File: config.mk
export PLATFORM = sky130hd
export DESIGN_NAME = ps2_kbd_decoder
export DESIGN_NICKNAME = d
export VERILOG_FILES = /design/src/rtl/ps2_kbd_decoder_pkg.sv /design/src/rtl/ps2_kbd_decoder_event_fifo.sv /design/src/rtl/ps2_kbd_decoder.sv
export SDC_FILE = /design/constraint.sdc
export NUM_CORES = 1
export LEC_CHECK = 0
export CORE_MARGIN = 2
export CORE_UTILIZATION = 57
export CTS_CLUSTER_DIAMETER = 40
export CTS_CLUSTER_SIZE = 16
export DETAILED_ROUTE_END_ITERATION = 7
export PLACE_DENSITY_LB_ADDON = 0.08
export SKIP_LAST_GASP = 1
export SLEW_MARGIN = 20
export SYNTH_ARGS = -nofsm -noshare
export SYNTH_HDL_FRONTEND = slang
export SYNTH_SLANG_ARGS = --single-unit
File: constraint.sdc
create_clock -name sys_clk -period 3.4 [get_ports sys_clk]
set_input_delay 0.51 -clock sys_clk [delete_from_list [all_inputs] [get_ports sys_clk]]
set_output_delay 0.51 -clock sys_clk [all_outputs]
set_load 0.01 [all_outputs]
File: src/rtl/ps2_kbd_decoder_pkg.sv
// Shared scancode constants, state encodings and decode helpers for the
// PS/2 keyboard decoder (scan code set 2).
package ps2_kbd_decoder_pkg;

    localparam logic [7:0] SC_EXT        = 8'hE0;
    localparam logic [7:0] SC_BRK        = 8'hF0;
    localparam logic [7:0] SC_PAUSE      = 8'hE1;
    localparam logic [7:0] SC_ACK        = 8'hFA;
    localparam logic [7:0] SC_RESEND     = 8'hFE;
    localparam logic [7:0] SC_BAT_OK     = 8'hAA;
    localparam logic [7:0] SC_ECHO       = 8'hEE;
    localparam logic [7:0] SC_OVERRUN0   = 8'h00;
    localparam logic [7:0] SC_OVERRUNF   = 8'hFF;
    localparam logic [7:0] SC_SET_LED    = 8'hED;
    localparam logic [7:0] SC_LSHIFT     = 8'h12;
    localparam logic [7:0] SC_RSHIFT     = 8'h59;
    localparam logic [7:0] SC_CTRL       = 8'h14;
    localparam logic [7:0] SC_ALT        = 8'h11;
    localparam logic [7:0] SC_PAUSE_CODE = 8'h77;

    // Bytes that follow E1 in the Pause make sequence before the event is emitted.
    localparam logic [2:0] PAUSE_SKIP    = 3'd7;
    localparam logic [1:0] MAX_RESENDS   = 2'd3;
    localparam int         EV_W          = 10;

    typedef enum logic [2:0] {
        P_IDLE,
        P_EXT,
        P_BRK,
        P_EXT_BRK,
        P_PAUSE
    } parser_state_t;

    typedef enum logic [1:0] {
        C_IDLE,
        C_SEND,
        C_WAIT_TX,
        C_WAIT_ACK
    } cmd_state_t;

    typedef struct packed {
        logic       brk;
        logic       ext;
        logic [7:0] code;
    } key_event_t;

    // Keyboard status replies that never represent a key.
    function automatic logic is_status_byte(input logic [7:0] b);
        return (b == SC_ACK) || (b == SC_BAT_OK) || (b == SC_ECHO) ||
               (b == SC_RESEND) || (b == SC_OVERRUN0) || (b == SC_OVERRUNF);
    endfunction

    // One-hot position in {ralt, lalt, rctrl, lctrl, rshift, lshift}, or zero.
    function automatic logic [5:0] mod_mask(input logic ext, input logic [7:0] code);
        logic [5:0] m;
        m = 6'b000000;
        if (!ext && code == SC_LSHIFT) m[0] = 1'b1;
        if (!ext && code == SC_RSHIFT) m[1] = 1'b1;
        if (!ext && code == SC_CTRL)   m[2] = 1'b1;
        if ( ext && code == SC_CTRL)   m[3] = 1'b1;
        if (!ext && code == SC_ALT)    m[4] = 1'b1;
        if ( ext && code == SC_ALT)    m[5] = 1'b1;
        return m;
    endfunction

endpackage

File: src/rtl/ps2_kbd_decoder_event_fifo.sv
// First-word fall-through key-event FIFO; a push into a full FIFO without a
// simultaneous pop is dropped and flagged with a one-cycle ovf strobe.
module ps2_kbd_event_fifo #(
    parameter int DEPTH = 4,
    parameter int WIDTH = 10
) (
    input  logic             clk,
    input  logic             rst_n,
    input  logic             push,
    input  logic [WIDTH-1:0] wdata,
    input  logic             pop,
    output logic [WIDTH-1:0] head,
    output logic             not_empty,
    output logic             ovf
);
    localparam int AW = (DEPTH > 1) ? $clog2(DEPTH) : 1;

    logic [WIDTH-1:0] mem [DEPTH];
    logic [AW-1:0]    wr_ptr;
    logic [AW-1:0]    rd_ptr;
    logic [AW:0]      count;
    logic             full;
    logic             do_push;
    logic             do_pop;

    assign full      = (count == (AW+1)'(DEPTH));
    assign not_empty = (count != '0);
    assign do_pop    = pop && not_empty;
    // When full, the slot being written is the head being consumed this cycle.
    assign do_push   = push && (!full || do_pop);
    assign head      = not_empty ? mem[rd_ptr] : '0;

    always_ff @(posedge clk or negedge rst_n) begin
        if (!rst_n) begin
            wr_ptr <= '0;
            rd_ptr <= '0;
            count  <= '0;
            ovf    <= 1'b0;
        end else begin
            ovf <= push && !do_push;
            if (do_push) wr_ptr <= wr_ptr + 1'b1;
            if (do_pop)  rd_ptr <= rd_ptr + 1'b1;
            case ({do_push, do_pop})
                2'b10:   count <= count + 1'b1;
                2'b01:   count <= count - 1'b1;
                default: count <= count;
            endcase
        end
    end

    always_ff @(posedge clk) begin
        if (do_push) mem[wr_ptr] <= wdata;
    end

endmodule

File: src/rtl/ps2_kbd_decoder.sv
// PS/2 keyboard decoder: set-2 byte parser with modifier tracking, a key-event
// FIFO, and an LED-update command engine with ACK/resend/timeout handling.
module ps2_kbd_decoder
    import ps2_kbd_decoder_pkg::*;
#(
    parameter int FIFO_DEPTH  = 4,
    parameter int ACK_TIMEOUT = 2000000
) (
    input  logic       sys_clk,
    input  logic       sys_rst_n,
    input  logic [7:0] rx_data,
    input  logic       rx_ready,
    input  logic       rx_error,
    output logic [7:0] tx_data,
    output logic       send_req,
    input  logic       tx_busy,
    input  logic [2:0] led,
    input  logic       led_req,
    output logic       led_busy,
    output logic       cmd_err,
    output logic [9:0] ev_data,
    output logic       ev_valid,
    input  logic       ev_pop,
    output logic [5:0] mods,
    output logic       ev_ovf
);
    localparam int TW = $clog2(ACK_TIMEOUT + 1);

    parser_state_t p_state;
    logic [2:0]    skip;
    cmd_state_t    c_state;
    logic [2:0]    led_lat;
    logic          led_phase;
    logic [1:0]    resends;
    logic [TW-1:0] timer;
    logic          tx_busy_q;

    logic          rx_take;
    logic          rx_good;
    logic          ev_gen;
    key_event_t    ev_word;
    logic [5:0]    ev_mask;
    logic          ack_seen;
    logic          resend_seen;

    // While an LED command is in flight every received byte belongs to it.
    assign rx_take     = rx_ready && (c_state == C_IDLE);
    assign rx_good     = rx_take && !rx_error;
    assign ack_seen    = rx_ready && !rx_error && (rx_data == SC_ACK);
    assign resend_seen = rx_ready && !rx_error && (rx_data == SC_RESEND);

    always_comb begin
        ev_gen  = 1'b0;
        ev_word = '0;
        if (rx_good) begin
            case (p_state)
                P_IDLE: begin
                    if (rx_data != SC_EXT && rx_data != SC_BRK &&
                        rx_data != SC_PAUSE && !is_status_byte(rx_data)) begin
                        ev_gen  = 1'b1;
                        ev_word = '{brk: 1'b0, ext: 1'b0, code: rx_data};
                    end
                end
                P_EXT: begin
                    if (rx_data != SC_BRK && rx_data != SC_LSHIFT) begin
                        ev_gen  = 1'b1;
                        ev_word = '{brk: 1'b0, ext: 1'b1, code: rx_data};
                    end
                end
                P_BRK: begin
                    ev_gen  = 1'b1;
                    ev_word = '{brk: 1'b1, ext: 1'b0, code: rx_data};
                end
                P_EXT_BRK: begin
                    if (rx_data != SC_LSHIFT) begin
                        ev_gen  = 1'b1;
                        ev_word = '{brk: 1'b1, ext: 1'b1, code: rx_data};
                    end
                end
                P_PAUSE: begin
                    if (skip == 3'd1) begin
                        ev_gen  = 1'b1;
                        ev_word = '{brk: 1'b0, ext: 1'b1, code: SC_PAUSE_CODE};
                    end
                end
                default: begin
                    ev_gen  = 1'b0;
                    ev_word = '0;
                end
            endcase
        end
    end

    assign ev_mask = mod_mask(ev_word.ext, ev_word.code);

    // Parser state and modifier bitmap; modifiers follow every completed event,
    // including one the FIFO has to drop.
    always_ff @(posedge sys_clk or negedge sys_rst_n) begin
        if (!sys_rst_n) begin
            p_state <= P_IDLE;
            skip    <= 3'd0;
            mods    <= 6'b000000;
        end else begin
            if (rx_take) begin
                if (rx_error) begin
                    p_state <= P_IDLE;
                end else begin
                    case (p_state)
                        P_IDLE: begin
                            if (rx_data == SC_EXT) begin
                                p_state <= P_EXT;
                            end else if (rx_data == SC_BRK) begin
                                p_state <= P_BRK;
                            end else if (rx_data == SC_PAUSE) begin
                                p_state <= P_PAUSE;
                                skip    <= PAUSE_SKIP;
                            end
                        end
                        P_EXT:     p_state <= (rx_data == SC_BRK) ? P_EXT_BRK : P_IDLE;
                        P_BRK:     p_state <= P_IDLE;
                        P_EXT_BRK: p_state <= P_IDLE;
                        P_PAUSE: begin
                            skip <= skip - 1'b1;
                            if (skip == 3'd1) p_state <= P_IDLE;
                        end
                        default:   p_state <= P_IDLE;
                    endcase
                end
            end
            if (ev_gen) begin
                mods <= ev_word.brk ? (mods & ~ev_mask) : (mods | ev_mask);
            end
        end
    end

    // LED command engine: ED then {5'b0, led}, each answered by FA, or FE to resend.
    always_ff @(posedge sys_clk or negedge sys_rst_n) begin
        if (!sys_rst_n) begin
            c_state   <= C_IDLE;
            tx_data   <= 8'h00;
            send_req  <= 1'b0;
            cmd_err   <= 1'b0;
            led_lat   <= 3'b000;
            led_phase <= 1'b0;
            resends   <= 2'd0;
            timer     <= '0;
            tx_busy_q <= 1'b0;
        end else begin
            send_req  <= 1'b0;
            cmd_err   <= 1'b0;
            tx_busy_q <= tx_busy;
            case (c_state)
                C_IDLE: begin
                    if (led_req) begin
                        led_lat   <= led;
                        led_phase <= 1'b0;
                        resends   <= 2'd0;
                        tx_data   <= SC_SET_LED;
                        c_state   <= C_SEND;
                    end
                end
                C_SEND: begin
                    if (!tx_busy) begin
                        send_req <= 1'b1;
                        c_state  <= C_WAIT_TX;
                    end
                end
                C_WAIT_TX: begin
                    if (tx_busy_q && !tx_busy) begin
                        timer   <= TW'(ACK_TIMEOUT);
                        c_state <= C_WAIT_ACK;
                    end
                end
                C_WAIT_ACK: begin
                    if (ack_seen) begin
                        if (led_phase) begin
                            c_state <= C_IDLE;
                        end else begin
                            led_phase <= 1'b1;
                            resends   <= 2'd0;
                            tx_data   <= {5'b00000, led_lat};
                            c_state   <= C_SEND;
                        end
                    end else if (resend_seen) begin
                        if (resends == MAX_RESENDS) begin
                            cmd_err <= 1'b1;
                            c_state <= C_IDLE;
                        end else begin
                            resends <= resends + 1'b1;
                            c_state <= C_SEND;
                        end
                    end else if (timer <= TW'(1)) begin
                        cmd_err <= 1'b1;
                        c_state <= C_IDLE;
                    end else begin
                        timer <= timer - 1'b1;
                    end
                end
                default: c_state <= C_IDLE;
            endcase
        end
    end

    assign led_busy = (c_state != C_IDLE);

    // ev_valid/ev_pop: ev_data is a valid event whenever ev_valid=1, and it is
    // consumed on any clock edge where ev_pop=1 and ev_valid=1; a pop with
    // ev_valid=0 has no effect.
    ps2_kbd_event_fifo #(
        .DEPTH(FIFO_DEPTH),
        .WIDTH(EV_W)
    ) u_fifo (
        .clk       (sys_clk),
        .rst_n     (sys_rst_n),
        .push      (ev_gen),
        .wdata     (ev_word),
        .pop       (ev_pop),
        .head      (ev_data),
        .not_empty (ev_valid),
        .ovf       (ev_ovf)
    );

endmodule

Yosys cells after proc, flatten, opt, wreduce, memory -nomap -nowiden
Memories as Yosys holds them, arrays and structs flattened.
Index checks and enable logic that the tools add are counted.
{"block": "classes", "add_sub_neg": 7, "mux": 68, "n_reduce_logical": 48, "n_lt_le_gt_ge": 1, "n_eq_ne": 45, "bitwise_logic": 4}
{"cell": "$mux 21", "n": 4}
{"cell": "$eq 8x8->1 const B", "n": 8}
{"cell": "$pmux 10 s5", "n": 1}
{"cell": "$pmux 21 s2", "n": 1}
{"cell": "$mux 8", "n": 4}
{"cell": "$mux 10", "n": 3}
{"cell": "$eq 8x5->1 const B", "n": 3}
{"cell": "$mux 1", "n": 24}
{"cell": "$mux 2", "n": 12}
{"cell": "$mux 3", "n": 8}
{"cell": "$ne 8x8->1 const B", "n": 3}
{"cell": "$ne 2x2->1 const B", "n": 11}
{"cell": "$le 21x1->1 const B", "n": 1}
{"cell": "$sub 21x1->21 const B", "n": 1}
{"cell": "$logic_and 1x1->1", "n": 19}
{"cell": "$mux 9", "n": 2}
{"cell": "$pmux 8 s2", "n": 1}
{"cell": "$ne 3x3->1 const B", "n": 4}
{"cell": "$pmux 3 s2", "n": 2}
{"cell": "$reduce_and 5->1", "n": 2}
{"cell": "$reduce_bool 2->1", "n": 5}
{"cell": "$pmux 3 s3", "n": 1}
{"cell": "$eq 2x2->1 const B", "n": 4}
{"cell": "$eq 8x7->1 const B", "n": 1}
{"cell": "29 further kinds", "n": 48}
{"block": "word_totals", "in_bits": 18, "reg_bits": 60, "ram_bits": 40, "memories": 1, "wordCells": 190, "out_inout_bits": 29}
{"name": "u_fifo.mem", "words": 4, "word_bits": 10, "read_ports": 1, "rd_clocked_by_memory_dff": 0, "wr": 1, "line_no": "ps2_kbd_decoder_event_fifo.sv:18", "source": "logic [WIDTH-1:0] mem [DEPTH];"}

Depth between registers and ports, before layout
{"block": "depth", "word_depth": 17, "mapped_depth": 14, "ltp_nobuf": 13}

Cells and area by module
Synthesis repeated with hierarchy kept, for this count alone.
{"block": "hier_totals", "cells_unflattened": 437, "hier_area_um2": 4932.2}
{"mod": "ps2_kbd_decoder", "cells_each": 322, "seq_area_each_um2": 1201.2, "n_inst": 1, "area_each_um2": 2895.3}
{"mod": "ps2_kbd_event_fifo", "cells_each": 115, "seq_area_each_um2": 1401.3, "n_inst": 1, "area_each_um2": 2037.0}

Least setup slack after synthesis
No wires, ideal clock.
{"block": "synth_path", "path_type": "input to register", "from": "input port rx_data[6]", "to": "register u_fifo.count[2]", "t_required_ps": 3321, "setup_ps": 79, "slack_ps": 103, "t_arrival_ps": 3217, "path_buffers": 1, "stages": 14, "path_cell_list": "buf_6 -> or4_4 -> nor3_1 -> a21o_2 -> o21ai_0 -> o31ai_1 -> nor2_1 -> inv_1 -> ha_1 -> inv_1 -> fa_1 -> xor2_1 -> nor2_1 -> xor2_1"}
{"block": "synth_via", "elab_chain_len": 14}
{"item": "start: declaration", "line_no": "ps2_kbd_decoder.sv:11", "source": "input logic [7:0] rx_data,"}
{"item": "$eq 8x8->1", "line_no": "ps2_kbd_decoder_pkg.sv:49", "source": "return (b == SC_ACK) || (b == SC_BAT_OK) || (b == SC_ECHO) ||"}
{"item": "$logic_or 1x1->1 (3 in a row)", "line_no": "ps2_kbd_decoder_pkg.sv:49"}
{"item": "$logic_or 1x1->1 (2 in a row)", "line_no": "ps2_kbd_decoder_pkg.sv:50", "source": "(b == SC_RESEND) || (b == SC_OVERRUN0) || (b == SC_OVERRUNF);"}
{"item": "$logic_not 1->1", "line_no": "ps2_kbd_decoder.sv:59", "source": "rx_data != SC_PAUSE && !is_status_byte(rx_data)) begin"}
{"item": "$logic_and 1x1->1", "line_no": "ps2_kbd_decoder.sv:59"}
{"item": "$mux 1", "line_no": "ps2_kbd_decoder.sv:58", "source": "if (rx_data != SC_EXT && rx_data != SC_BRK &&"}
{"item": "$pmux 1 s5 (*)", "line_no": "ps2_kbd_decoder.sv:56", "source": "case (p_state)"}
{"item": "$mux 1 (*)", "line_no": "ps2_kbd_decoder.sv:55", "source": "if (rx_good) begin"}
{"item": "$logic_and 1x1->1 (*)", "line_no": "ps2_kbd_decoder_event_fifo.sv:30", "source": "assign do_push = push && (!full || do_pop);"}
{"item": "$eq 2x1->1 / $eq 2x2->1 (equally long branches)", "line_no": "ps2_kbd_decoder_event_fifo.sv:43", "source": "case ({do_push, do_pop})"}
{"item": "$pmux 3 s2 / $reduce_bool 2->1 (equally long branches)"}
{"item": "end signal: assignment", "line_no": "ps2_kbd_decoder_event_fifo.sv:44", "source": "2'b10: count <= count + 1'b1;"}
{"item": "end signal: assignment", "line_no": "ps2_kbd_decoder_event_fifo.sv:45", "source": "2'b01: count <= count - 1'b1;"}
{"item": "end signal: assignment", "line_no": "ps2_kbd_decoder_event_fifo.sv:46", "source": "default: count <= count;"}
{"item": "end: declaration", "line_no": "ps2_kbd_decoder_event_fifo.sv:21", "source": "logic [AW:0] count;"}
Every way passes the cells marked *; elsewhere a longest branch is shown, timed or not.
A chain may end at the register's enable or synchronous reset.

Worst setup path in the final report
{"block": "layout_path", "from": "input port rx_data[5]", "to": "register u_fifo.count[2]"}
The elaborated chain is that of the path after synthesis.

==> impl_metrics.toml <==
[status]
status = "finished clean"

[synth]
yosys.cell_types.count = 58
synth_edf_count = 40
synthSimpleGateAreaFrac = 0.1860
synthMuxAreaShare = 0.07090
synth_seq_cells = 96
synth_compound_area_frac = 0.08945
synth_top_area_frac = 0.2846
synthFlopType = "dfrtp_1"
syn_area_mm2 = 0.004923
synthesis.nets = 466
yosys_warnings = 0
synth_top_family_by_area = "simple AND/OR/NAND/NOR gates"
seq_area_frac_synth = 0.5286
synthAdderAreaFrac = 0.03964
synth_xor_area_frac = 0.04269
syn_area_per_cell_um2 = 11.37
synth_largest_area_cell = "dfrtp_1"
synthArstFlopShare = 0.5833
ys_top_cells_by_count = "56 x dfrtp_1, 43 x nor2_1, 40 x edfxtp_1"
synth_area_leaders = "dfrtp_1 28%, edfxtp_1 24%, mux4_2 4.6%"
synthCells = 433
synth.most_common_cell = "dfrtp_1"

[timing]
relSlewSlack = 0.4734
fmax_ghz = 0.3123
min_period_ns = 3.202
finalWorstSetupSlack_ns = 0.1984
hold_viol = 0
fin_worst_skew_ns = 0.01284
min_period_over_period = 0.9416
rsz0062_at_grt = "false"
worst_pin_slew_ns = 0.7870
finalSetupViolCount = 0
setup_tns_ns = 0
slew_viol_final = 0

[critical_path]
r2r_cells = 7
r2r-start = "timer[5]$_DFFE_PN0P_"
crit_start = "rx_data[5]"
arrival_ns = 3.50
critPathMaxFanout = 3
required_ns = 3.70
timing.rr.end = "timer[13]$_DFFE_PN0P_"
worstSetupEndpointType = "register"
worst-setup-path-type = "input port to register"
rrSetupSlack_ns = 0.48
critPathLaunchType = "input port"

[grt]
gr-total-overflow = 0
grt_max_degree = 43
track_usage = 0.2378
antenna_found_initial = 0
grt_pass1_wl_um = 17880
grt_pass1_vias = 3545

[placement]
place_congestion = 0.9467
dp.cells = 595
dpl.hpwl_um = 7739
place_ws_ns = -0.3220
placedInstanceArea_mm2 = 0.005624
io_buffers = 45

[final_layout]
fillCellCount = 630
drive_gt1_frac = 0.1755
final_cell_area_mm2 = 0.005833
instances_no_fill = 612
insertedDiodeCount = 0
fin_util = 0.7028
fin_nets = 535
syn2layout_area_growth_pct = 18.48

[power]
power.leakage_nw = 2.298
power.density_mw_per_mm2 = 671.3
ir_worst_vdd_v = 0.0004207

[cts]
numCtsBuffers = 9
clockBufferDepth = 2
clock-sinks = 96
root_buffer = "clkbuf_8"
cts_setup_buffers = 0
path_clk_slew_ns = 0.10
insertion_delay_ns = 0.37
htreeDepth = 3
cts_tree = "done"

[drt]
drt-total-wl_um = 10440
via_per_inst = 5.760
dr.pass1.iters = 5
drt-wirelength-per-cell_um = 17.07
ant_nets = 0
drt_iter0_drc = 177
via_count = 3525
drc = 0

[flow_run]
drv_cap = 0

[floorplan]
fp.dieH_um = 96.94
ios = 47
chipWidth_um = 96.94
rows = 33
die-area_mm2 = 0.009397
coreArea_mm2 = 0.008299
start_util = 0.5932

[worst_hold_path]
hold_class = "input port to async pin"
==> report_power, final <==
| group | switching, mW | internal (mW) | leakage, nW |
|---|---|---|---|
| Clock | 0.402 | 0.289 | 0.0934 |
| Sequential | 0.246 | 1.43 | 1.05 |
| Combinational | 0.748 | 0.796 | 1.15 |
| Total | 1.40 | 2.52 | 2.30 |
==> flip-flops by register name, summed over array words and instances, names as in the netlist, named ones only <==
name and count:
u_fifo.mem 40, timer 21, tx_data 4, led_lat 3, p_state 3, skip 3
u_fifo.count 3, c_state 2, resends 2, u_fifo.rd_ptr 2, u_fifo.wr_ptr 2, cmd_err 1
led_phase 1, send_req 1, tx_busy_q 1, u_fifo.ovf 1
==> logic make-up (layout without fill, tap and decap cells) <==
| family | Yosys count | count (layout) |
|---|---|---|
| flops | 96 | 96 |
| other cells | 1 | 1 |
| fa+ha+maj | 15 | 15 |
| compound gates | 63 | 63 |
| simple gates | 169 | 169 |
| mux | 21 | 21 |
| buf+inv | 44 | 118 |
| xor+xnor | 24 | 24 |
==> worst max path at each step <==
stage | end | cells after the start
2_1_floorplan | u_fifo.count[2]$_DFFE_PN0P_ | 14
3_3_place_gp | u_fifo.count[2]$_DFFE_PN0P_ | 14
3_5_place_dp | u_fifo.count[2]$_DFFE_PN0P_ | 14
4_1_cts | u_fifo.count[2]$_DFFE_PN0P_ | 14
5_1_grt | u_fifo.count[2]$_DFFE_PN0P_ | 14
6_report | u_fifo.count[2]$_DFFE_PN0P_ | 14
==> per-layer routing <==
layer / GRT usage / routed length, um
met1: 0.3094 / 4531
met2: 0.4081 / 5375
met3: 0.04118 / 352
met4: 0.07476 / 184
met5: 0 / 0
==> area by class of cell <==
cell class	count	area [um2]	share of cell area
inverter	24	90.09	0.01544
clock inverter	6	41.29	0.007079
clock buffer	10	137.6	0.02360
tap	105	131.4	0.02252
multi-input combinational	293	2125	0.3642
sequential	96	2603	0.4462
timing repair buffer	78	705.7	0.1210
==> worst max-delay path: stages <==
cell	delay, ns
clkdlybuf4s50_1	0.48
or4_4	0.58
nor3_2	0.21
a21o_2	0.16
o21ai_0	0.12
o31ai_2	0.26
nor2_1	0.10
inv_1	0.07
ha_1	0.16
inv_1	0.07
fa_1	0.38
xor2_1	0.15
nor2_1	0.11
xor2_1	0.15
==> cells in the final DEF (no fill, tap or decap), drive strengths merged, types with 3 or more instances in the layout <==
master	instances
nor2	43
ha	14
o21ai	13
or4	9
edfxtp	40
nor2b	8
nand3	6
o21a	3
xor2	5
xnor2	19
nand2	27
or2	8
dfrtp	56
nor4	8
o211ai	4
clkdlybuf4s50	44
mux2	11
buf	34
a21oi	14
inv	27
o31ai	4
or3	8
a31oi	6
nor3	13
nand4	5
nand2b	4
and3	3
clkbuf	10
and2	18
nor4b	4
mux4	10
==> timing repair <==
action	4_1_cts	5_1_grt
hold buffers	0	0
endpoints found under the setup margin	0	1
endpoints found under the hold margin	0	0
resized for setup	0	2
==> stage by stage <==
step	hold slack, ns	power, mW
3_3_place_gp	0.4629	3.194
5_1_grt	0.05311	4.198
4_1_cts	0.3110	3.942
2_1_floorplan	0.2144	2.685
3_5_place_dp	0.4706	3.255
6_report	0.04869	3.916
Power figures use the tool's default switching activity.
